File: src/rtl/avr_hvpp_pkg.sv
// rtl/avr_hvpp_pkg.sv - shared types and pin codes for the HVPP sequencer
// Contents: op codes, FSM state encoding, XA1/XA0 pin codes, reserved-op helper.
package avr_hvpp_pkg;

    typedef enum logic [2:0] {
        OP_LOAD_CMD  = 3'd0,
        OP_LOAD_ADDR = 3'd1,
        OP_LOAD_DATA = 3'd2,
        OP_WRITE     = 3'd3,
        OP_READ      = 3'd4,
        OP_PAGEL     = 3'd5,
        OP_RSVD6     = 3'd6,
        OP_RSVD7     = 3'd7
    } op_e;

    typedef enum logic [2:0] {
        ST_IDLE,
        ST_SETUP,
        ST_STROBE,
        ST_WAIT_BSY,
        ST_WAIT_RDY,
        ST_HOLD,
        ST_DONE
    } state_e;

    // {XA1, XA0}
    localparam logic [1:0] XA_ADDR = 2'b00;
    localparam logic [1:0] XA_DATA = 2'b01;
    localparam logic [1:0] XA_CMD  = 2'b10;
    localparam logic [1:0] XA_IDLE = 2'b11;

    function automatic logic op_is_reserved(input op_e op);
        return (op == OP_RSVD6) || (op == OP_RSVD7);
    endfunction

endpackage

File: src/rtl/hvpp_cycle_timer.sv
// rtl/hvpp_cycle_timer.sv - loadable down-counter with done flag
// Ports: clk, rst_n (async, active low); i_load/i_count load a state length of
// i_count cycles; o_done is high in the last cycle of that length.
module hvpp_cycle_timer #(
    parameter int W = 16
) (
    input  logic         clk,
    input  logic         rst_n,
    input  logic         i_load,
    input  logic [W-1:0] i_count,
    output logic         o_done
);

    logic [W-1:0] r_cnt;

    // Loading N leaves N-1 in the counter so the state that follows the load
    // lasts exactly N cycles, with done asserted in the last one.
    always_ff @(posedge clk or negedge rst_n) begin
        if (!rst_n) begin
            r_cnt <= '0;
        end else if (i_load) begin
            r_cnt <= (i_count == '0) ? '0 : i_count - W'(1);
        end else if (r_cnt != '0) begin
            r_cnt <= r_cnt - W'(1);
        end
    end

    assign o_done = (r_cnt == '0);

endmodule

File: src/rtl/avr_hvpp_sequencer.sv
// rtl/avr_hvpp_sequencer.sv - timed pin sequencer for AVR high-voltage parallel programming
// Ports: cmd_* (one byte-level op at a time), rsp_* (completion pulse, read byte,
// RDY timeout error), dut_* (ZIF pin drives, data bus and asynchronous RDY/BSY).
// Build option HVPP_RDY_TIMEOUT_EN: bounds WAIT_RDY to TIMEOUT_CYC cycles and
// reports the expiry on rsp_err; without it WAIT_RDY waits until RDY or reset.
module avr_hvpp_sequencer
    import avr_hvpp_pkg::*;
#(
    parameter int SETUP_CYC   = 2,
    parameter int PULSE_CYC   = 4,
    parameter int READ_CYC    = 3,
    parameter int BSY_CYC     = 8,
    parameter int TIMEOUT_CYC = 65535
) (
    input  logic       clk,
    input  logic       rst_n,
    input  logic       cmd_valid,
    output logic       cmd_ready,
    input  logic [2:0] cmd_op,
    input  logic       cmd_bs1,
    input  logic       cmd_bs2,
    input  logic [7:0] cmd_data,
    output logic       rsp_valid,
    output logic [7:0] rsp_data,
    output logic       rsp_err,
    output logic       dut_xa0,
    output logic       dut_xa1_bs2,
    output logic       dut_pagel_bs1,
    output logic       dut_xtal,
    output logic       dut_wr_n,
    output logic       dut_oe_n,
    output logic [7:0] dut_data_out,
    output logic       dut_data_oe,
    input  logic [7:0] dut_data_in,
    input  logic       dut_rdy
);

    localparam logic [15:0] L_SETUP   = 16'(SETUP_CYC);
    localparam logic [15:0] L_PULSE   = 16'(PULSE_CYC);
    localparam logic [15:0] L_READ    = 16'(READ_CYC);
    localparam logic [15:0] L_BSY     = 16'(BSY_CYC);
    localparam logic [15:0] L_TIMEOUT = 16'(TIMEOUT_CYC);

    state_e      r_state, w_state_nxt;
    op_e         r_op;
    logic        r_bs1, r_bs2;
    logic [7:0]  r_data, r_rsp_data;
    logic        r_rdy_meta, r_rdy_s;
    logic        w_accept, w_load, w_timer_done, w_active;
    logic [15:0] w_load_val;

    // RDY/BSY comes straight from the target; idle level is high (ready).
    always_ff @(posedge clk or negedge rst_n) begin
        if (!rst_n) begin
            r_rdy_meta <= 1'b1;
            r_rdy_s    <= 1'b1;
        end else begin
            r_rdy_meta <= dut_rdy;
            r_rdy_s    <= r_rdy_meta;
        end
    end

    hvpp_cycle_timer #(.W(16)) u_timer (
        .clk     (clk),
        .rst_n   (rst_n),
        .i_load  (w_load),
        .i_count (w_load_val),
        .o_done  (w_timer_done)
    );

`ifdef HVPP_RDY_TIMEOUT_EN
    logic w_timeout;
    logic r_err;
`endif

    always_comb begin
        w_state_nxt = r_state;
        w_accept    = 1'b0;
        w_load      = 1'b0;
        w_load_val  = L_SETUP;
`ifdef HVPP_RDY_TIMEOUT_EN
        w_timeout   = 1'b0;
`endif
        case (r_state)
            ST_IDLE: begin
                if (cmd_valid) begin
                    w_accept = 1'b1;
                    if (op_is_reserved(op_e'(cmd_op))) begin
                        w_state_nxt = ST_DONE;
                    end else begin
                        w_state_nxt = ST_SETUP;
                        w_load      = 1'b1;
                    end
                end
            end
            ST_SETUP: begin
                if (w_timer_done) begin
                    w_state_nxt = ST_STROBE;
                    w_load      = 1'b1;
                    w_load_val  = (r_op == OP_READ) ? L_READ : L_PULSE;
                end
            end
            ST_STROBE: begin
                if (w_timer_done) begin
                    w_load = 1'b1;
                    if (r_op == OP_WRITE) begin
                        w_state_nxt = ST_WAIT_BSY;
                        w_load_val  = L_BSY;
                    end else begin
                        w_state_nxt = ST_HOLD;
                    end
                end
            end
            ST_WAIT_BSY: begin
                // A fast write may finish before BSY is ever seen; the window
                // bound lets the op complete instead of waiting forever.
                if (!r_rdy_s) begin
                    w_state_nxt = ST_WAIT_RDY;
                    w_load      = 1'b1;
                    w_load_val  = L_TIMEOUT;
                end else if (w_timer_done) begin
                    w_state_nxt = ST_HOLD;
                    w_load      = 1'b1;
                end
            end
            ST_WAIT_RDY: begin
                if (r_rdy_s) begin
                    w_state_nxt = ST_HOLD;
                    w_load      = 1'b1;
                end
`ifdef HVPP_RDY_TIMEOUT_EN
                else if (w_timer_done) begin
                    w_state_nxt = ST_HOLD;
                    w_load      = 1'b1;
                    w_timeout   = 1'b1;
                end
`endif
            end
            ST_HOLD: begin
                if (w_timer_done) begin
                    w_state_nxt = ST_DONE;
                end
            end
            ST_DONE: w_state_nxt = ST_IDLE;
            default: w_state_nxt = ST_IDLE;
        endcase
    end

    always_ff @(posedge clk or negedge rst_n) begin
        if (!rst_n) begin
            r_state    <= ST_IDLE;
            r_op       <= OP_LOAD_CMD;
            r_bs1      <= 1'b0;
            r_bs2      <= 1'b0;
            r_data     <= 8'h00;
            r_rsp_data <= 8'h00;
        end else begin
            r_state <= w_state_nxt;
            if (w_accept) begin
                r_op   <= op_e'(cmd_op);
                r_bs1  <= cmd_bs1;
                r_bs2  <= cmd_bs2;
                r_data <= cmd_data;
            end
            // Sample on the last OE-low cycle so the target has had READ_CYC
            // cycles of output enable before the bus is captured.
            if (r_state == ST_STROBE && r_op == OP_READ && w_timer_done) begin
                r_rsp_data <= dut_data_in;
            end
        end
    end

`ifdef HVPP_RDY_TIMEOUT_EN
    always_ff @(posedge clk or negedge rst_n) begin
        if (!rst_n) begin
            r_err <= 1'b0;
        end else if (w_accept) begin
            r_err <= 1'b0;
        end else if (w_timeout) begin
            r_err <= 1'b1;
        end
    end
    assign rsp_err = r_err && (r_state == ST_DONE);
`else
    assign rsp_err = 1'b0;
`endif

    assign cmd_ready    = (r_state == ST_IDLE);
    assign rsp_valid    = (r_state == ST_DONE);
    assign rsp_data     = r_rsp_data;
    assign dut_data_out = r_data;
    assign w_active     = (r_state != ST_IDLE) && (r_state != ST_DONE);

    // Pins are decoded from registered state and op only; control/data levels
    // persist through SETUP..HOLD so setup and hold bracket the strobe.
    always_comb begin
        {dut_xa1_bs2, dut_xa0} = XA_IDLE;
        dut_pagel_bs1 = 1'b0;
        dut_xtal      = 1'b0;
        dut_wr_n      = 1'b1;
        dut_oe_n      = 1'b1;
        dut_data_oe   = 1'b0;
        if (w_active) begin
            case (r_op)
                OP_LOAD_CMD: begin
                    {dut_xa1_bs2, dut_xa0} = XA_CMD;
                    dut_data_oe = 1'b1;
                end
                OP_LOAD_ADDR: begin
                    {dut_xa1_bs2, dut_xa0} = XA_ADDR;
                    dut_pagel_bs1 = r_bs1;
                    dut_data_oe   = 1'b1;
                end
                OP_LOAD_DATA: begin
                    {dut_xa1_bs2, dut_xa0} = XA_DATA;
                    dut_pagel_bs1 = r_bs1;
                    dut_data_oe   = 1'b1;
                end
                OP_WRITE, OP_READ: begin
                    dut_xa1_bs2   = r_bs2;
                    dut_pagel_bs1 = r_bs1;
                end
                default: ;
            endcase
        end
        if (r_state == ST_STROBE) begin
            case (r_op)
                OP_LOAD_CMD, OP_LOAD_ADDR, OP_LOAD_DATA: dut_xtal = 1'b1;
                OP_PAGEL: dut_pagel_bs1 = 1'b1;
                OP_WRITE: dut_wr_n      = 1'b0;
                OP_READ:  dut_oe_n      = 1'b0;
                default: ;
            endcase
        end
    end

endmodule

File: config.mk
export PLATFORM = sky130hd
export DESIGN_NAME = avr_hvpp_sequencer
export DESIGN_NICKNAME = d
export VERILOG_FILES = /design/src/rtl/avr_hvpp_pkg.sv /design/src/rtl/hvpp_cycle_timer.sv /design/src/rtl/avr_hvpp_sequencer.sv
export SDC_FILE = /design/constraint.sdc
export NUM_CORES = 1
export LEC_CHECK = 0
export CAP_MARGIN = 15
export CORE_MARGIN = 2
export CORE_UTILIZATION = 55
export DETAILED_ROUTE_END_ITERATION = 8
export GPL_ROUTABILITY_DRIVEN = 0
export PLACE_DENSITY_LB_ADDON = 0.25
export SLEW_MARGIN = 25
export SYNTH_ARGS = -nofsm -noshare
export SYNTH_HDL_FRONTEND = slang
export SYNTH_SLANG_ARGS = --single-unit
File: constraint.sdc
create_clock -name clk -period 3.9 [get_ports clk]
set_input_delay 0.39 -clock clk [delete_from_list [all_inputs] [get_ports clk]]
set_output_delay 0.39 -clock clk [all_outputs]
set_load 0.02 [all_outputs]
# --- After elaboration in Yosys (flattened, before gate mapping) ---
# Cells that the tools add are included.
word_totals:
  n_memories: 0
  output_inout_bits: 26
  latchBits: 0
  elab_cells: 91
  regBits: 42
  ramBits: 0
  romBits: 0
  input_bits: 25
op_classes:
  div_mod_pow: 0
  n_reduce_logical: 18
  shift: 0
  n_lt_le_gt_ge: 0
  n_eq_ne: 20
  muxes: 42
  n_bitwise: 0
  n_addsub: 2
  mul: 0
op_table:
  columns: ["operator", "count"]
  rows:
  - ["16-bit 2-to-1 mux", 4]
  - ["16-bit case mux with 3 select lines", 1]
  - ["3-bit 2-to-1 mux", 11]
  - ["16-bit logical NOT", 2]
  - ["16-bit by 1-bit subtractor with 16-bit output (second input constant)", 2]
  - ["3-bit equality test (second input constant)", 7]
  - ["1-bit 2-to-1 mux", 21]
  - ["3-bit case mux with 6 select lines", 1]
  - ["16-bit nonzero test", 1]
  - ["3-bit by 2-bit equality test with 1-bit output (second input constant)", 4]
  - ["2-bit != test (second input constant)", 5]
  - ["4-bit 2-to-1 mux", 2]
  - ["2-bit OR reduction", 4]
  - ["3-bit by 1-bit equality test with 1-bit output (second input constant)", 2]
  - ["3-bit logical NOT", 2]
  - ["3-bit != test (second input constant)", 2]
  - ["6-bit AND reduction", 1]
  - ["1-bit case mux with 4 select lines", 1]
  - ["4-bit OR reduction", 1]
  - ["1-bit logical AND", 3]
  - ["3-bit nonzero test", 1]
  - ["3-bit OR reduction", 1]
  - ["1-bit case mux with 2 select lines", 1]
  - ["2-bit nonzero test", 1]
  - ["1-bit logical OR", 1]

# --- Logic depth before layout (Yosys ltp) ---
# Gate-level depths: netlist (run 1).
logic_depth:
  ltp_word: 7
  ltp_mapped: 11
  mapped_depth_nobuf: 11

# --- Cells and area by module ---
# From an unflattened synthesis (run 1), not the netlist that was laid out.
unflattened:
  hier_cells: 257
  hier_area_um2: 2641.3
modules_own_cells:
  columns: ["mod", "cells_each", "instances", "area_per_inst_um2"]
  rows:
  - ["avr_hvpp_sequencer", 124, 1, 1427.6]
  - ["hvpp_cycle_timer", 133, 1, 1213.7]

# --- Worst setup path before layout (run 1) ---
# OpenSTA, ideal clock, no wires.
synth_path:
  path_kind: "flip-flop to flip-flop"
  startpoint: "register u_timer.r_cnt[0]"
  endpoint: "register u_timer.r_cnt[4]"
  n_path_buf: 1
  slack_ns: 1.467
  path_stages_with_launch: 12
  synth_period_minus_slack_ns: 2.433
  required_ns: 3.760
  setup_time_ns: 0.140
  arrival_time_ns: 2.293
  path_cell_list: "dfrtp_1 > inv_1 > ha_1 > nor4b_2 > nand4_2 > clkbuf_1 > nor3_1 > ha_1 > nand3_1 > ha_1 > inv_1 > o22ai_2"
synth_via:
  elab_chain_len: 6
  elab_cells_between_ends: 15
  cone_classes: "2 x add/sub; 9 x mux; 4 x reduce/logical"
synth_lines:
  columns: ["item", "line", "rtl"]
  rows:
  - ["start: declaration", "hvpp_cycle_timer.sv:14", "logic [W-1:0] r_cnt;"]
  - ["start signal: assignment", "hvpp_cycle_timer.sv:22", "r_cnt <= (i_count == '0) ? '0 : i_count - W'(1);"]
  - ["start signal: assignment", "hvpp_cycle_timer.sv:24", "r_cnt <= r_cnt - W'(1);"]
  - ["16-bit logical NOT", "hvpp_cycle_timer.sv:28", "assign o_done = (r_cnt == '0);"]
  - ["4-bit 2-to-1 mux or 3-bit 2-to-1 mux (tied branches)", "avr_hvpp_sequencer.sv:104, avr_hvpp_sequencer.sv:97", null]
  - ["16-bit case mux with 3 select lines", "avr_hvpp_sequencer.sv:84", "case (r_state)"]
  - ["16-bit by 1-bit subtractor with 16-bit output or 16-bit logical NOT (tied branches)", "hvpp_cycle_timer.sv:22", null]
  - ["16-bit 2-to-1 mux", "hvpp_cycle_timer.sv:22", null]
  - ["16-bit 2-to-1 mux", "hvpp_cycle_timer.sv:21", "end else if (i_load) begin"]
# Several ways; a longest one is shown, not always the timed one. The select of a mux whose other input is x is not followed.
# A chain may end at the register's enable or synchronous reset.

# --- Worst setup path in the final report (run 1) ---
layout_path:
  startpoint: "register u_timer.r_cnt[6]"
  endpoint: "register u_timer.r_cnt[8]"
# Same word-level chain as after synthesis.

==> results.yml, run 1 <==
floorplanning:
  chipHeight_um: 71.1
  placeableCoreArea_sq_um: 4350
  rows: 24
  die_width_um: 71.1
  die_area_sq_um: 5050
  ios: 51
  initial_core_util_pct: 56.9
power:
  p_total_uw: 838
  leakage_uw: 0.00123
  vdd_drop_max_uv: 231
  cellPowerDensity_nw_per_um2: 272
grt:
  grt_pass1_vias: 1940
  grt_max_degree: 43
  antenna_found_initial: 0
  grt_pass1_wl_mm: 9.04
  track_usage_pct: 22.7
  grt_remaining_overflow: 0
synthesis:
  synth.cell_area_sq_um: 2480
  synth-seq-cells: 42
  synth_top_area_share_pct: 40.4
  synth.distinct_cells: 57
  synth-edff-count: 0
  ys_top_cells_by_count: "dfrtp_1, mux2_2, nor2_1, nand2_1"
  synthCells: 239
  yosysSeqAreaShare_pct: 42.5
  synthFlopType: "dfrtp_1"
  synth_warnings: 0
  yosys-top-cells-area: "dfrtp_1, mux2_2, ha_1"
  async_flop_share_pct: 100
  yosys.cell_count.top_type: "dfrtp_1"
  synth_area_per_cell_sq_um: 10.4
  synth_top_cell_by_area: "dfrtp_1"
clocking:
  clock-sinks: 42
  cts-resized-gates: 0
  cts_hold_buf: 0
  clk_pin_slew_ns: 0.08
  tritoncts: "yes"
  clock_latency_ns: 0.29
  cts_buffers: 5
  clockBufferDepth: 2
  postCtsSetupRepairBufs: 0
  cts-root-buf: "clkbuf_8"
  htree_levels: 2
timing:
  max_slew.worst_pin.slew_ns: 0.699
  maxSlewViolCount: 0
  finalHoldViolations: 0
  rsz0062_at_grt: "false"
  fin_setup_tns_ns: 0
  timing.fmax_ghz: 0.349
  final-setup-viol-count: 0
  skew_ns: 0.00304
  fin_crit_ns: 2.86
  slew_headroom_pct: 53.0
  period_share_pct: 73.5
setup_path:
  end_kind: "flop"
  startpoint_type: "flop"
  cp_data_required_time_ns: 4.11
  crit_fanout: 14
  crit_arrival_ns: 3.08
  path_class: "flop to flop"
drt:
  postRouteAntennaNets: 0
  wirelength_mm: 5.31
  firstDrtPassIters: 4
  viasPerCell: 5.86
  drc: 0
  vias: 1969
  wl_per_cell_um: 15.8
  drt_iter0_drc: 161
placed_design:
  dpl.hpwl_mm: 3.83
  port_buffers: 49
  place_area_sq_um: 2960
min_path:
  hp-class: "input port to async pin"
layout:
  utilization_pct: 70.8
  final_area_sq_um: 3080
  syn_to_final_growth_pct: 24.5
  fin_nets: 316
  antenna_cells: 0
  layout-drive-gt1-share_pct: 18.3
job:
  maxCapViolations: 0
run_status:
  outcome: "completed"
where the power goes:
part / leakage, uW / switching, uW / internal, uW / total, uW
Clock: 0.0000585 / 158 / 192 / 350
Combinational: 0.000673 / 18.7 / 25.7 / 44.4
Sequential: 0.000503 / 4.20 / 439 / 443
logic make-up (layout without fill, tap and decap cells):
group / Yosys count / count (layout) / share of synthesized area (%)
AO/OA/AOI/OAI: 49 / 49 / 14.9
XOR/XNOR: 12 / 12 / 4.24
adder cells (fa/ha/maj): 8 / 8 / 4.04
buffers and inverters: 23 / 67 / 4.30
flip-flops: 42 / 42 / 42.5
multiplexers: 21 / 21 / 9.50
other: 2 / 3 / 0.303
AND/OR/NAND/NOR: 82 / 82 / 20.2
final cells by class:
class	instances	area, sq um
fill	324	1270
sequential	42	1050
inverter	10	37.5
clock buffer	5	68.8
multi-input combinational	175	1330
timing repair buffer	49	488
clock inverter	3	43.8
tap	52	65.1
worst max-delay path, cell delays in order, from the launching register on:
cell and delay, ns:
dfrtp_1 0.43, nor3_2 0.48, nand4_2 0.44, nor4_1 0.43
nor2_1 0.13, ha_1 0.24, and2_1 0.16, o2bb2ai_2 0.24
o22ai_1 0.23
layer usage:
| metal | GRT usage [%] | part of all wire (%) | routed length, um |
|---|---|---|---|
| met5 | 0 | 0 | 0 |
| met4 | 7.76 | 1.3 | 68 |
| met3 | 6.13 | 6.2 | 331 |
| met2 | 34.9 | 46 | 2470 |
| met1 | 31.3 | 46 | 2440 |
final timing paths:
check | depth (start not counted) | slack [ns] | end | startpoint
max in group asynchronous | 1 | 3.46 | r_rdy_s | rst_n
worst min register to register | 0 | 0.36 | r_rdy_s | r_rdy_meta
min in group clk | 0 | 0.36 | r_rdy_s | r_rdy_meta
worst max register to register | 8 | 1.04 | u_timer.r_cnt[8] | u_timer.r_cnt[6]
worst max-delay path | 8 | 1.04 | u_timer.r_cnt[8] | u_timer.r_cnt[6]
worst min-delay path | 1 | 0.07 | dut_data_out[2] | rst_n
placed cells by master, fill, tap and decap left out, drive strengths merged, types with 3 or more instances in the layout:
master         count
clkbuf             5
o21ai              9
conb               3
or2                3
nor4               6
nor2              19
a21oi             10
nand3              5
ha                 8
mux2              20
xor2               8
or3                3
nor3               6
xnor2              4
inv               11
o22ai             15
clkdlybuf4s50     48
dfrtp             40
nand2b             5
nand4              4
nor2b              3
nor4b              3
nand2             14
o211ai             3
sequential cells by signal (all words and copies together), names as in the netlist:
| name | cells |
|---|---|
| dut_data_out | 8 |
| r_bs1 | 1 |
| r_bs2 | 1 |
| r_op | 3 |
| r_rdy_meta | 1 |
| r_rdy_s | 1 |
| r_state | 3 |
| rsp_data | 8 |
| u_timer.r_cnt | 16 |
stage by stage:
stage	worst slack [ns]	std cells	hold WS, ns
global route	0.737	336	0.113
floorplan	1.47	240	0.0944
global placement	1.25	328	0.346
CTS	1.13	336	0.258
finish	1.04	336	0.0714
detailed placement	1.13	328	0.357
Power figures use the tool's default switching activity.
==> run 2, diff against run 1 <==
CORE_UTILIZATION = 51   (was 55)
clock period = 2.72 ns   (was 3.9 ns; I/O delays follow)
==> run 2 against run 1 <==
  * Cell count increased by 3.6%
  * Sequential power increased by 43%
  * Design area increased by 1.7%
  * Total power increased by 32%
  * Highest routed layer unchanged
  * Critical path type unchanged
  * Critical endpoint is now u_timer.r_cnt[7]
==> results.yml, run 2 (synthesis results as in run 1) <==
timing:
  fin_crit_ns: 2.50
  maxSlewViolCount: 0
  fin_setup_tns_ns: 0
  rsz0062_at_grt: "false"
  timing.final.ws_setup_ns: 0.218
  timing.fmax_ghz: 0.400
  max_slew.worst_pin.slew_ns: 0.642
  skew_ns: 0.0125
  period_share_pct: 92.0
  slew_headroom_pct: 57.2
  final-setup-viol-count: 0
  finalHoldViolations: 0
drt:
  vias: 2002
  wirelength_mm: 5.45
  wl_per_cell_um: 15.7
  drt_iter0_drc: 170
  drc: 0
  viasPerCell: 5.75
  firstDrtPassIters: 4
  postRouteAntennaNets: 0
clocking:
  htree_levels: 2
  clockBufferDepth: 2
  postCtsSetupRepairBufs: 0
  clk_pin_slew_ns: 0.09
  cts_buffers: 5
  clock-sinks: 42
  tritoncts: "yes"
  cts-root-buf: "clkbuf_8"
  clock_latency_ns: 0.30
setup_path:
  crit_path_max_incr_delay_ns: 0.39
  reg2reg_setup_slack_ns: 0.22
  cp_top_family: "simple AND/OR/NAND/NOR gates"
  crit_fanout: 11
  crit_top_cell: "ha_1"
  path_cells: "inv_1, ha_1, nor4b_2, nand4_2, nor3_1, ha_1, and2_1, o2bb2ai_2, o22ai_1"
  end_kind: "flop"
  cpMaxStageDelayCell: "dfrtp_1"
  startpoint_type: "flop"
  critPathBufInv: 1
  crit_arrival_ns: 2.66
  cp_data_required_time_ns: 2.88
  path_class: "flop to flop"
grt:
  track_usage_pct: 22.0
  grt_pass1_vias: 1879
  antenna_found_initial: 0
  grt_remaining_overflow: 0
  grt_max_degree: 43
  grt_pass1_wl_mm: 9.09
floorplanning:
  initial_core_util_pct: 52.8
  ios: 51
  die_width_um: 73.7
  rows: 25
  chipHeight_um: 73.7
  die_area_sq_um: 5430
  placeableCoreArea_sq_um: 4690
layout:
  seqCellArea_sq_um: 1050
  final_cell_mix: "clkdlybuf4s50_1, dfrtp_1, nor2_1, mux2_2, nand2_1"
  final_common_cell: "clkdlybuf4s50_1"
  syn_to_final_growth_pct: 26.6
  regMostFlops: "u_timer.r_cnt"
  largest_reg_flops: 16
  fill_cells: 376
  fin_nets: 326
  antenna_cells: 0
  multi_input_area_sq_um: 1320
  layout-drive-gt1-share_pct: 20.4
placed_design:
  port_buffers: 49
  dpl.hpwl_mm: 4.05
  place_worst_setup_slack_ns: 0.224
min_path:
  hp-class: "flop to flop"
power:
  leakage_uw: 0.00127
  cellPowerDensity_nw_per_um2: 352
  vdd_drop_max_uv: 328
run_status:
  outcome: "completed"
job:
  maxCapViolations: 0
==> run 2: area by class of cell <==
cell class,instances,area share (%)
Clock buffer,5,2.20
Clock inverter,3,0.679
Inverter,10,1.20
Multi-Input combinational cell,175,42.1
Sequential cell,42,33.6
Tap cell,54,2.16
Timing Repair Buffer,59,18.0
==> run 2: routing by layer <==
layer  GRT usage, %  vias up  share of wire, %
li1               -      969                 -
met1           29.4      969                46
met2           35.2       57                48
met3           5.35        7               5.0
met4           6.67        0               1.4
met5              0        -                 0
==> run 2: worst paths after layout <==
check,from,end,depth (start not counted)
hold reg to reg,r_rdy_meta,r_rdy_s,0
setup reg to reg,u_timer.r_cnt[0],u_timer.r_cnt[7],9
hold / removal,r_rdy_meta,r_rdy_s,0
min in group asynchronous,rst_n,r_state[0],2
setup / recovery,u_timer.r_cnt[0],u_timer.r_cnt[7],9
max in group asynchronous,rst_n,u_timer.r_cnt[9],2
==> run 2: worst register-to-register path, cell delays in order (launching register included) <==
cell and delay [ns]:
dfrtp_1 0.39, inv_1 0.13, ha_1 0.17, nor4b_2 0.25
nand4_2 0.19, nor3_1 0.33, ha_1 0.27, and2_1 0.16
o2bb2ai_2 0.31, o22ai_1 0.16
==> run 2: stage by stage <==
step | instance area [sq um] | util (%) | power, uW | std cells | hold WS [ns]
6_report | 3130 | 66.8 | 1100 | 348 | 0.359
5_1_grt | 3130 | 66.8 | 1140 | 348 | 0.364
4_1_cts | 3120 | 66.5 | 1110 | 347 | 0.136
3_5_place_dp | 3030 | 64.6 | 713 | 339 | 0.348
3_3_place_gp | 3030 | 64.6 | 711 | 339 | 0.346
2_1_floorplan | 2480 | - | 662 | 240 | -0.0236
==> run 2: repair_timing <==
action / CTS / global route
hold buffers: 0 / 1
hold endpoints to repair: 0 / 22
gates resized for setup: 0 / 0
==> run 2: power breakdown <==
group / leakage [uW] / internal (uW) / switching [uW] / total [uW]
clock: 0.0000441 / 180 / 221 / 401
combinational: 0.000722 / 38.7 / 26.8 / 65.6
sequential: 0.000503 / 630 / 5.92 / 635
total: 0.00127 / 848 / 254 / 1100
